**config.mk**
```make
export PLATFORM = sky130hd
export DESIGN_NAME = seq_dot_accum
export DESIGN_NICKNAME = d
export VERILOG_FILES = /design/src/rtl/seq_dot_pkg.sv /design/src/rtl/seq_dot_accum_digit_pp.sv /design/src/rtl/seq_dot_accum.sv
export SDC_FILE = /design/constraint.sdc
export NUM_CORES = 1
export LEC_CHECK = 0
export ABC_CLOCK_PERIOD_IN_PS = 12900
export CORE_MARGIN = 3
export CORE_UTILIZATION = 64
export CTS_CLUSTER_DIAMETER = 150
export DETAILED_ROUTE_END_ITERATION = 16
export DONT_BUFFER_PORTS = 1
export PLACE_DENSITY_LB_ADDON = 0.05
export SLEW_MARGIN = 40
export SYNTH_ARGS = -nofsm -noshare
export SYNTH_HDL_FRONTEND = slang
export SYNTH_SLANG_ARGS = --single-unit
```
**constraint.sdc**
```tcl
create_clock -name clk_i -period 12.9 [get_ports clk_i]
set_input_delay 1.935 -clock clk_i [delete_from_list [all_inputs] [get_ports clk_i]]
set_output_delay 1.935 -clock clk_i [all_outputs]
set_load 0.02 [all_outputs]
```
**src/rtl/seq_dot_pkg.sv**
```systemverilog
// Shared types and sizing helpers for the sequential digit-serial dot-product accumulator.
package seq_dot_pkg;

  typedef enum logic [1:0] {
    IDLE    = 2'd0,
    COMPUTE = 2'd1,
    DONE    = 2'd2
  } state_e;

  // Number of P-bit digits in a full-width operand.
  function automatic int calc_nd(input int max_width, input int p);
    return max_width / p;
  endfunction

  // Accumulator width: full product, growth over K lanes, plus one guard bit.
  function automatic int calc_acc_w(input int max_width, input int k);
    return 2 * max_width + $clog2(k) + 1;
  endfunction

endpackage

```
**src/rtl/seq_dot_accum_digit_pp.sv**
```systemverilog
// Combinational sum of K lane products of one P-bit digit pair, each digit
// optionally treated as a two's-complement top digit.
module digit_pp #(
  parameter int K     = 4,
  parameter int P     = 2,
  parameter int OUT_W = 35
) (
  input  logic [K-1:0][P-1:0]  a_dig_i,
  input  logic [K-1:0][P-1:0]  b_dig_i,
  input  logic                 a_sgn_i,
  input  logic                 b_sgn_i,
  output logic signed [OUT_W-1:0] sum_o
);

  logic signed [P:0]     ae;
  logic signed [P:0]     be;
  logic signed [2*P+1:0] prod;

  // Extend each digit by one bit (sign or zero), multiply, and sum across lanes.
  always_comb begin
    sum_o = '0;
    ae    = '0;
    be    = '0;
    prod  = '0;
    for (int k = 0; k < K; k++) begin
      ae    = a_sgn_i ? $signed({a_dig_i[k][P-1], a_dig_i[k]}) : $signed({1'b0, a_dig_i[k]});
      be    = b_sgn_i ? $signed({b_dig_i[k][P-1], b_dig_i[k]}) : $signed({1'b0, b_dig_i[k]});
      prod  = ae * be;
      sum_o = sum_o + OUT_W'(prod);
    end
  end

endmodule

```
**src/rtl/seq_dot_accum.sv**
```systemverilog
// Digit-serial K-lane dot product with addend: D = addend + sum A[k]*B[k],
// one digit-pair term per cycle, handshaked in and out.
module seq_dot_accum
  import seq_dot_pkg::*;
#(
  parameter  int K         = 4,
  parameter  int P         = 2,
  parameter  int MAX_WIDTH = 16,
  localparam int ND        = calc_nd(MAX_WIDTH, P),
  localparam int ACC_W     = calc_acc_w(MAX_WIDTH, K)
) (
  input  logic                          clk_i,
  input  logic                          rst_ni,
  input  logic [K-1:0][MAX_WIDTH-1:0]   A_i,
  input  logic [K-1:0][MAX_WIDTH-1:0]   B_i,
  input  logic signed [ACC_W-1:0]       C_i,
  input  logic [4:0]                    bitSizeA,
  input  logic [4:0]                    bitSizeB,
  input  logic                          signed_a,
  input  logic                          signed_b,
  input  logic                          acc_en,
  input  logic                          valid_in,
  output logic                          ready_in,
  output logic signed [ACC_W-1:0]       D_o,
  output logic                          valid_out,
  input  logic                          ready_out
);

  localparam int CNT_W = $clog2(ND + 1);

  // Active digit count limited to 1..ND; zero width is treated as one digit.
  function automatic logic [CNT_W-1:0] clamp_digits(input logic [4:0] v);
    if (v == 5'd0)        return CNT_W'(1);
    else if (int'(v) > ND) return CNT_W'(ND);
    else                  return CNT_W'(v);
  endfunction

  state_e                        state_q, state_d;
  logic [K-1:0][MAX_WIDTH-1:0]   a_q, a_d, b_q, b_d;
  logic [CNT_W-1:0]              na_q, na_d, nb_q, nb_d;
  logic [CNT_W-1:0]              i_q, i_d, j_q, j_d;
  logic                          sa_q, sa_d, sb_q, sb_d;
  logic signed [ACC_W-1:0]       acc_q, acc_d, d_q, d_d;
  logic                          valid_q, valid_d;

  logic [K-1:0][P-1:0]           a_dig, b_dig;
  logic                          a_top, b_top;
  logic signed [ACC_W-1:0]       pp, term;

  // Select the current digit pair; only the top digit of a signed operand carries sign.
  always_comb begin
    a_dig = '0;
    b_dig = '0;
    for (int k = 0; k < K; k++) begin
      a_dig[k] = a_q[k][i_q*P +: P];
      b_dig[k] = b_q[k][j_q*P +: P];
    end
    a_top = sa_q && (i_q == na_q - 1'b1);
    b_top = sb_q && (j_q == nb_q - 1'b1);
    term  = pp <<< (P * (int'(i_q) + int'(j_q)));
  end

  digit_pp #(
    .K     (K),
    .P     (P),
    .OUT_W (ACC_W)
  ) u_digit_pp (
    .a_dig_i (a_dig),
    .b_dig_i (b_dig),
    .a_sgn_i (a_top),
    .b_sgn_i (b_top),
    .sum_o   (pp)
  );

  // Next-state logic: accept in IDLE, walk j inner / i outer in COMPUTE, hold in DONE.
  always_comb begin
    state_d = state_q;
    a_d     = a_q;
    b_d     = b_q;
    na_d    = na_q;
    nb_d    = nb_q;
    i_d     = i_q;
    j_d     = j_q;
    sa_d    = sa_q;
    sb_d    = sb_q;
    acc_d   = acc_q;
    d_d     = d_q;
    valid_d = valid_q;
    case (state_q)
      IDLE: begin
        if (valid_in) begin
          a_d     = A_i;
          b_d     = B_i;
          na_d    = clamp_digits(bitSizeA);
          nb_d    = clamp_digits(bitSizeB);
          sa_d    = signed_a;
          sb_d    = signed_b;
          acc_d   = acc_en ? d_q : C_i;
          i_d     = '0;
          j_d     = '0;
          state_d = COMPUTE;
        end
      end
      COMPUTE: begin
        acc_d = acc_q + term;
        if (j_q == nb_q - 1'b1) begin
          j_d = '0;
          if (i_q == na_q - 1'b1) begin
            i_d     = '0;
            d_d     = acc_q + term;
            valid_d = 1'b1;
            state_d = DONE;
          end else begin
            i_d = i_q + 1'b1;
          end
        end else begin
          j_d = j_q + 1'b1;
        end
      end
      DONE: begin
        if (ready_out) begin
          valid_d = 1'b0;
          state_d = IDLE;
        end
      end
      default: begin
        valid_d = 1'b0;
        state_d = IDLE;
      end
    endcase
  end

  // State, counters, accumulator and result register; operand captures are not reset.
  always_ff @(posedge clk_i) begin
    a_q  <= a_d;
    b_q  <= b_d;
    na_q <= na_d;
    nb_q <= nb_d;
    sa_q <= sa_d;
    sb_q <= sb_d;
    if (!rst_ni) begin
      state_q <= IDLE;
      i_q     <= '0;
      j_q     <= '0;
      acc_q   <= '0;
      d_q     <= '0;
      valid_q <= 1'b0;
    end else begin
      state_q <= state_d;
      i_q     <= i_d;
      j_q     <= j_d;
      acc_q   <= acc_d;
      d_q     <= d_d;
      valid_q <= valid_d;
    end
  end

  assign ready_in  = (state_q == IDLE);
  assign valid_out = valid_q;
  assign D_o       = d_q;

endmodule

```
== Word level (Yosys, flattened, before mapping) ==
Cells that the tools add are included.

* Add/subtract/negate cells: 9
* $mul: 4
* Muxes and demuxes: 28
* Magnitude comparators: 2
* Shift operators: 9
* Reductions and logical operators: 14
* Eq/ne operators: 8
* Bitwise logic cells: 1

{| class="wikitable"
|+ Operators with widths
! kind !! count
|-
| 16-bit by 6-bit indexed part select with 2-bit output || 8
|-
| 35-bit two-way mux || 2
|-
| 35-bit case mux with 2 select lines || 1
|-
| 35-bit adder || 1
|-
| 35-bit by 6-bit adder with 35-bit output || 1
|-
| 35-bit by 6-bit <<< shifter with 35-bit output || 1
|-
| 3-bit by 3-bit multiplier with 6-bit output || 4
|-
| 3-bit two-way mux || 8
|-
| 4-bit two-way mux || 6
|-
| 4-bit case mux with 2 select lines || 2
|-
| 5-bit by 4-bit greater-than comparator with 1-bit output (second input constant) || 2
|-
| 5-bit logical NOT || 2
|-
| 4-bit by 1-bit adder with 4-bit output (second input constant) || 2
|-
| 7-bit by 6-bit adder with 8-bit output || 1
|-
| 4-bit == test || 2
|-
| 2-bit two-way mux || 4
|-
| 2-bit != test (second input constant) || 4
|-
| 4-bit AND reduction || 2
|-
| 4-bit by 1-bit subtractor with 4-bit output (second input constant) || 2
|-
| 6-bit by 6-bit adder with 7-bit output || 1
|-
| 2-bit case mux with 3 select lines || 1
|-
| 3-bit AND reduction || 2
|-
| 4-bit by 4-bit adder with 5-bit output || 1
|-
| 2-bit AND reduction || 2
|-
| 9 further kinds || 13
|}

* Word-level logic and storage cells: 95
* Output and inout port bits: 37
* Input port bits: 180
* Register bits: 219

== Longest topological paths before layout ==
* Depth after elaboration: 11
* Depth in mapped cells: 51
* Mapped depth without buffers: 51

== Modules after synthesis ==
From an unflattened synthesis, not the netlist that was laid out.

* Cell total of the unflattened synthesis: 1,458
* Area, all modules: 14,540.2 µm²

{| class="wikitable"
|+ By module, submodules not included
! module !! seq. area each (µm²) !! area an instance (µm²) !! cells an instance !! instances
|-
| seq_dot_accum || 5,765.5 || 12,477.0 || 1,228 || 1
|-
| digit_pp || 0.0 || 2,063.2 || 230 || 1
|}

== Worst setup path before layout ==
No wires, ideal clock.

* Path kind: flip-flop to flip-flop
* From: reg i_q[0]
* To: reg acc_q[33]
* Library setup time: 0.154 ns
* Clock period less this slack: 10.511 ns
* Stages on the path, launching flop included: 45
* Slack: 2.389 ns
* Required time: 12.746 ns
* Buffers on the path: 2
* Arrival time: 10.357 ns
* Cells stage by stage: dfxtp_1 -> buf_2 -> buf_2 -> mux4_2 -> mux2i_1 -> nor3_1 -> and2_1 -> fa_1 -> fa_1 -> fa_1 -> fa_1 -> ha_1 -> ha_1 -> a21oi_1 -> o21bai_1 -> a21o_1 -> a21oi_1 -> xnor2_1 -> (+9 left out) -> nand2b_1 -> ha_1 -> nand2b_1 -> o21ai_0 -> a21oi_1 -> nor2_1 -> nor2_1 -> a32o_1 -> ha_1 -> a21o_1 -> a21oi_1 -> or3b_1 -> o211ai_2 -> o211a_1 -> o31ai_2 -> a31o_1 -> nand4b_1 -> o211ai_1

* Longest elaborated chain between the ends: 10
* Elaborated cells between the ends (all ways): 21
* Classes of those cells: add/sub (5); mul (4); eq/ne (1); shift (5); mux (5); reduce/logical (1)

{| class="wikitable"
|+ Ends and longest elaborated chain
! element !! line !! RTL
|-
| from (decl) || seq_dot_accum.sv:41 || <nowiki>logic [CNT_W-1:0] i_q, i_d, j_q, j_d;</nowiki>
|-
| from (signal assigned) || seq_dot_accum.sv:150 || <nowiki>i_q <= i_d;</nowiki>
|-
| branches (longest 7 deep; another with 35-bit by 6-bit adder with 35-bit output) || - ||
|-
| 35-bit by 6-bit <<< shifter with 35-bit output (*) || seq_dot_accum.sv:60 || <nowiki>term = pp <<< (P * (int'(i_q) + int'(j_q)));</nowiki>
|-
| 35-bit adder (*) || seq_dot_accum.sv:105 || <nowiki>acc_d = acc_q + term;</nowiki>
|-
| 35-bit case mux with 2 select lines (*) || seq_dot_accum.sv:89 || <nowiki>case (state_q)</nowiki>
|-
| to (signal assigned) || seq_dot_accum.sv:145 || <nowiki>acc_q <= '0;</nowiki>
|-
| to (signal assigned) || seq_dot_accum.sv:152 || <nowiki>acc_q <= acc_d;</nowiki>
|-
| to (decl) || seq_dot_accum.sv:43 || <nowiki>logic signed [ACC_W-1:0] acc_q, acc_d, d_q, d_d;</nowiki>
|}

Mark *: on every way between the ends.
A chain may end at the register's enable or synchronous reset.

== Worst setup path in the final report ==
* From: reg i_q[3]
* To: reg d_q[28], in the netlist D_o[28]

* Longest elaborated chain between the ends: 9
* Elaborated cells between the ends (all ways): 21
* Classes of those cells: add/sub (5); mul (4); eq/ne (1); shift (5); mux (4); reduce/logical (2)

{| class="wikitable"
|+ Ends and longest elaborated chain
! element !! line !! RTL
|-
| branches (longest 9 deep; another with 35-bit by 6-bit adder with 35-bit output) || - ||
|-
| to (signal assigned) || seq_dot_accum.sv:146 || <nowiki>d_q <= '0;</nowiki>
|-
| to (signal assigned) || seq_dot_accum.sv:153 || <nowiki>d_q <= d_d;</nowiki>
|-
| to (decl) || seq_dot_accum.sv:43 ||
|}

Parallel ways; which one is timed is not known.

==> flow_results.org <==
** STA
- For the final routed database, the setup TNS stands at 0 ns.
- Count of final max-slew check failures :: 0
- Based on the critical path, the design can be clocked at up to around 82 MHz.
- # setup viols final :: 0
- Final Hold Viols :: 0
- The clock arrives with 0.0239 ns of skew.
- Transition time of the tightest slew-check pin :: 0.831 ns
- The worst pin sits at a relative slew slack of 44.6%.
- Setup repair after global routing left no endpoint under its margin.
- The worst path uses a little over nine tenths of the clock period.
- Shortest clock period the worst path allows after layout :: 12.13 ns
- Hold is met by ~0.56 ns.

** Global route
- Overflow after GRT :: 0
- The first global-routing pass estimated about 57 mm of wire.
- Largest net degree at the start of global routing :: 115
- Initial antenna violation count :: 5
- Overall global routing resource usage :: 29.7%
- Number of global-route vias before repair :: ~11,000

** CTS
- Gates resized during post-CTS repair numbered 0.
- Once the clock tree was built, the setup fixing pass inserted 0 buffers.
- Clock-pin slew was measured on the worst setup and hold paths at approximately 0.060 ns.
- The clock passes through at most 3 buffers.
- Number of clock buffers inserted by TritonCTS :: 24
- For the worst-skew pair, the clock arrives at the later sink with an insertion delay of ~0.54 ns.
- # clock sinks :: about 220
- The tree is rooted in a sky130_fd_sc_hd__clkbuf_16.
- CTS tree :: done
- Number of buffers inserted for hold repair after clock tree synthesis :: 0
- CTS built an H-tree with a depth of 1.

** Setup path
- For the worst flop-to-flop path, the logic depth is between 40 and 50.
- The worst setup path is captured at a flop.
- STA puts the critical path data required time at roughly 13 ns.
- The worst setup path is launched from a flop.
- The startpoint identified for the worst register-to-register timing path is i_q[3].
- Data arrives at the worst endpoint at about 13 ns.
- The worst register-to-register path ends at D_o[28].
- The most numerous cell type found on the critical path is sky130_fd_sc_hd__ha_1.
- The largest single stage delay on the critical path is 0.86 ns.
- In this run the register-to-register setup slack is a little under 0.8 ns.
- CP max FO :: 25
- By startpoint and endpoint, the worst setup path is classified as flop to flop.
- The slowest stage of the critical path is the sky130_fd_sc_hd__dfxtp_1 cell.

** Synth
- Total of flip-flops plus latches after synthesis :: ~220
- Count of cell types in the netlist :: 79
- The mapped netlist covers 14,700 sq um.
- Average size of a mapped cell :: 10.2 sq um
- During synthesis, Yosys emitted a total of 0 warnings.
- Among all flip-flop cells after synthesis, the most frequent one is sky130_fd_sc_hd__edfxtp_1.
- Fraction of post-synthesis cell area in the top cell type by area :: 28.1%
- Yosys mapped a number of flops with a built-in enable equal to 138.
- Yosys top cell by area :: sky130_fd_sc_hd__edfxtp_1
- After synthesis, the cell types taking the most area are sky130_fd_sc_hd__edfxtp_1 28%, sky130_fd_sc_hd__dfxtp_1 11%, sky130_fd_sc_hd__ha_1 7.6%, sky130_fd_sc_hd__fa_1 5.8%, sky130_fd_sc_hd__mux4_2 4.9%.
- In the synthesized netlist the async set-or-reset flop fraction comes to 0%.
- Synthesis produced a netlist with a net count of roughly 1,800.
- Summing the sequential cell areas from Yosys gives between 30% and 40% of the chip area.
- Mapped Cells :: 1,446

** Routing
- In the final routed layout, each cell accounts on average for approximately 22 um.
- Across all layers, the routed design uses around 11,000 vias.
- Total Routed Length :: around 37 mm
- In the routed layout, each cell is associated on average with a via count of 6.33.
- Detailed-route DRC error count :: 0
- In this run the remaining antenna-violating nets after routing total 0.
- Detailed-routing iteration count for the pre-antenna-repair pass :: 7
- The first routing iteration left approximately 860 violations.

** Floorplan
- Die Wd :: roughly 160 um
- The floorplan has 54 rows.
- Die H :: roughly 160 um
- I/O pin count :: about 220
- The total area inside the core boundary comes to roughly 22,000 sq um.
- The floorplan step defined a die boundary enclosing approximately 25,000 sq um.
- For this configuration, the core starts out at a cell density of between 60 and 70%.

** Hold path
- Worst-case hold path end point :: state_q[1]
- In this run the most critical hold path is launched from state_q[1].
- The tightest min-delay check is of the flop to flop type.
- Along the worst hold path, the cell count comes to 2.

** Power and ir drop
- In this run the static leakage power is around 6.3 nW.
- Total Power Consumption :: between 2 and 2.5 mW
- VDD sags by at most between 150 and 200 uV.
- Power per cell area :: approximately 160 nW/um^2

** Placed design
- Dpl cell area :: between 10,000 and 15,000 sq um
- Detailed placement ended at an HPWL of 27.4 mm.
- Placer congestion estimate :: 0.985
- Number of I/O port buffers :: 0

** Job
- The tool flagged a number of max-cap violations equal to 0.

** Final layout
- Cells with a size suffix above 1 make up ~9% of the layout.
- Area added between synthesis and finish :: 6.82%
- With fillers left out, the area of the finished cells amounts to ~16,000 sq um.
- After the last flow step, the layout net total stands at around 1,700.

** Run status
- The flow ran to the end, and the final reports show no timing, DRC or antenna violations.
## Yosys cell counts, types with 20 or more instances
cell type,count
sky130_fd_sc_hd__clkbuf_1,50
sky130_fd_sc_hd__a21boi_0,22
sky130_fd_sc_hd__edfxtp_1,138
sky130_fd_sc_hd__a211oi_1,30
sky130_fd_sc_hd__dfxtp_1,81
sky130_fd_sc_hd__ha_1,90
sky130_fd_sc_hd__inv_1,67
sky130_fd_sc_hd__fa_1,43
sky130_fd_sc_hd__nand2_1,153
sky130_fd_sc_hd__a21oi_1,102
sky130_fd_sc_hd__mux4_2,32
sky130_fd_sc_hd__xnor2_1,55
sky130_fd_sc_hd__and2_1,20
sky130_fd_sc_hd__mux2i_1,64
sky130_fd_sc_hd__o21ai_0,59
sky130_fd_sc_hd__nor2b_1,32
sky130_fd_sc_hd__nor2_1,121
## metrics by stage
step	utilization (%)	setup WS (ns)	std cells
floorplan	-	2.39	1446
global placement	67.2	0.965	1668
detailed placement	67.3	0.918	1669
CTS	70.8	0.839	1713
global route	70.8	0.0149	1716
finish	70.8	0.775	1716
## power by group
group          leakage (nW)  internal (mW)  switching, mW
Combinational          3.98          0.372          0.587
Clock                 0.376          0.380          0.286
Sequential             1.98          0.801         0.0276
## cells by family (layout without fill, tap and decap cells)
logic type	count (synthesis)	after routing	synth area share, %
and+or+nand+nor	421	421	13.3
AOI/OAI and AO/OA	347	347	15.7
DFF	219	219	39.1
buffers and inverters	144	131	3.88
adders and majority gates	134	134	13.5
muxes	107	107	10.1
xor gates and xnor gates	74	74	4.40
other	0	3	0
## registers in the layout, indices dropped and copies added (netlist names)
register / cells
acc_q: 35
sb_q: 1
na_q: 4
valid_out: 1
D_o: 35
nb_q: 4
sa_q: 1
j_q: 4
a_q: 64
state_q: 2
i_q: 4
b_q: 64
## metal layers
metal / wire (um) / part of all wire, % / up-vias / global-route usage [%]
li1: - / - / 5205 / -
met1: 14100 / 38 / 5117 / 36.4
met2: 18300 / 49 / 440 / 50.4
met3: 2920 / 7.9 / 94 / 7.22
met4: 1720 / 4.6 / 4 / 12.9
met5: 21 / 0.057 / - / 0
## worst max path at each step
stage | from | to | slack, ns
after floorplan | i_q[0] | acc_q[33] | 2.39
after global placement | i_q[3] | D_o[28] | 0.97
after detailed placement | i_q[3] | D_o[28] | 0.92
after CTS | i_q[3] | D_o[28] | 0.84
after global routing | i_q[3] | D_o[28] | 0.01
final | i_q[3] | D_o[28] | 0.77
## critical path, delay by kind of cell (launching register included)
family | cells | cell delay (ns)
compound gates | 14 | 2.73
xor+xnor | 4 | 0.72
fa+ha+maj | 12 | 4.83
buf+inv | 3 | 0.26
flops | 1 | 0.86
mux | 1 | 0.21
simple gates | 10 | 2.45
## cells in the final DEF (no fill, tap or decap), drive strengths merged, types with 11 or more instances in the layout
cell,synthesis,layout
inv,68,70
clkbuf,50,33
a211oi,32,32
and2,20,20
xnor2,55,55
nor4,12,12
edfxtp,138,138
mux2,11,11
nor3,18,18
nand2,153,153
nor2,125,125
nor2b,33,33
a21boi,27,27
buf,24,17
a21oi,107,107
nand2b,11,11
ha,90,90
o211ai,20,20
fa,43,43
o21ai,67,67
mux4,32,32
dfxtp,81,81
xor2,19,19
nand3,19,19
mux2i,64,64
a21o,19,19
## layout make-up
cell class / instances / area [sq um]
multi-input combinational: 1083 / 8430
fill: 1621 / 6480
sequential: 219 / 5770
clock buffer: 33 / 654
tap: 280 / 350
inverter: 70 / 270
timing repair buffer: 17 / 151
clock inverter: 11 / 116
antenna: 3 / 7.51
Power figures use the tool's default switching activity.
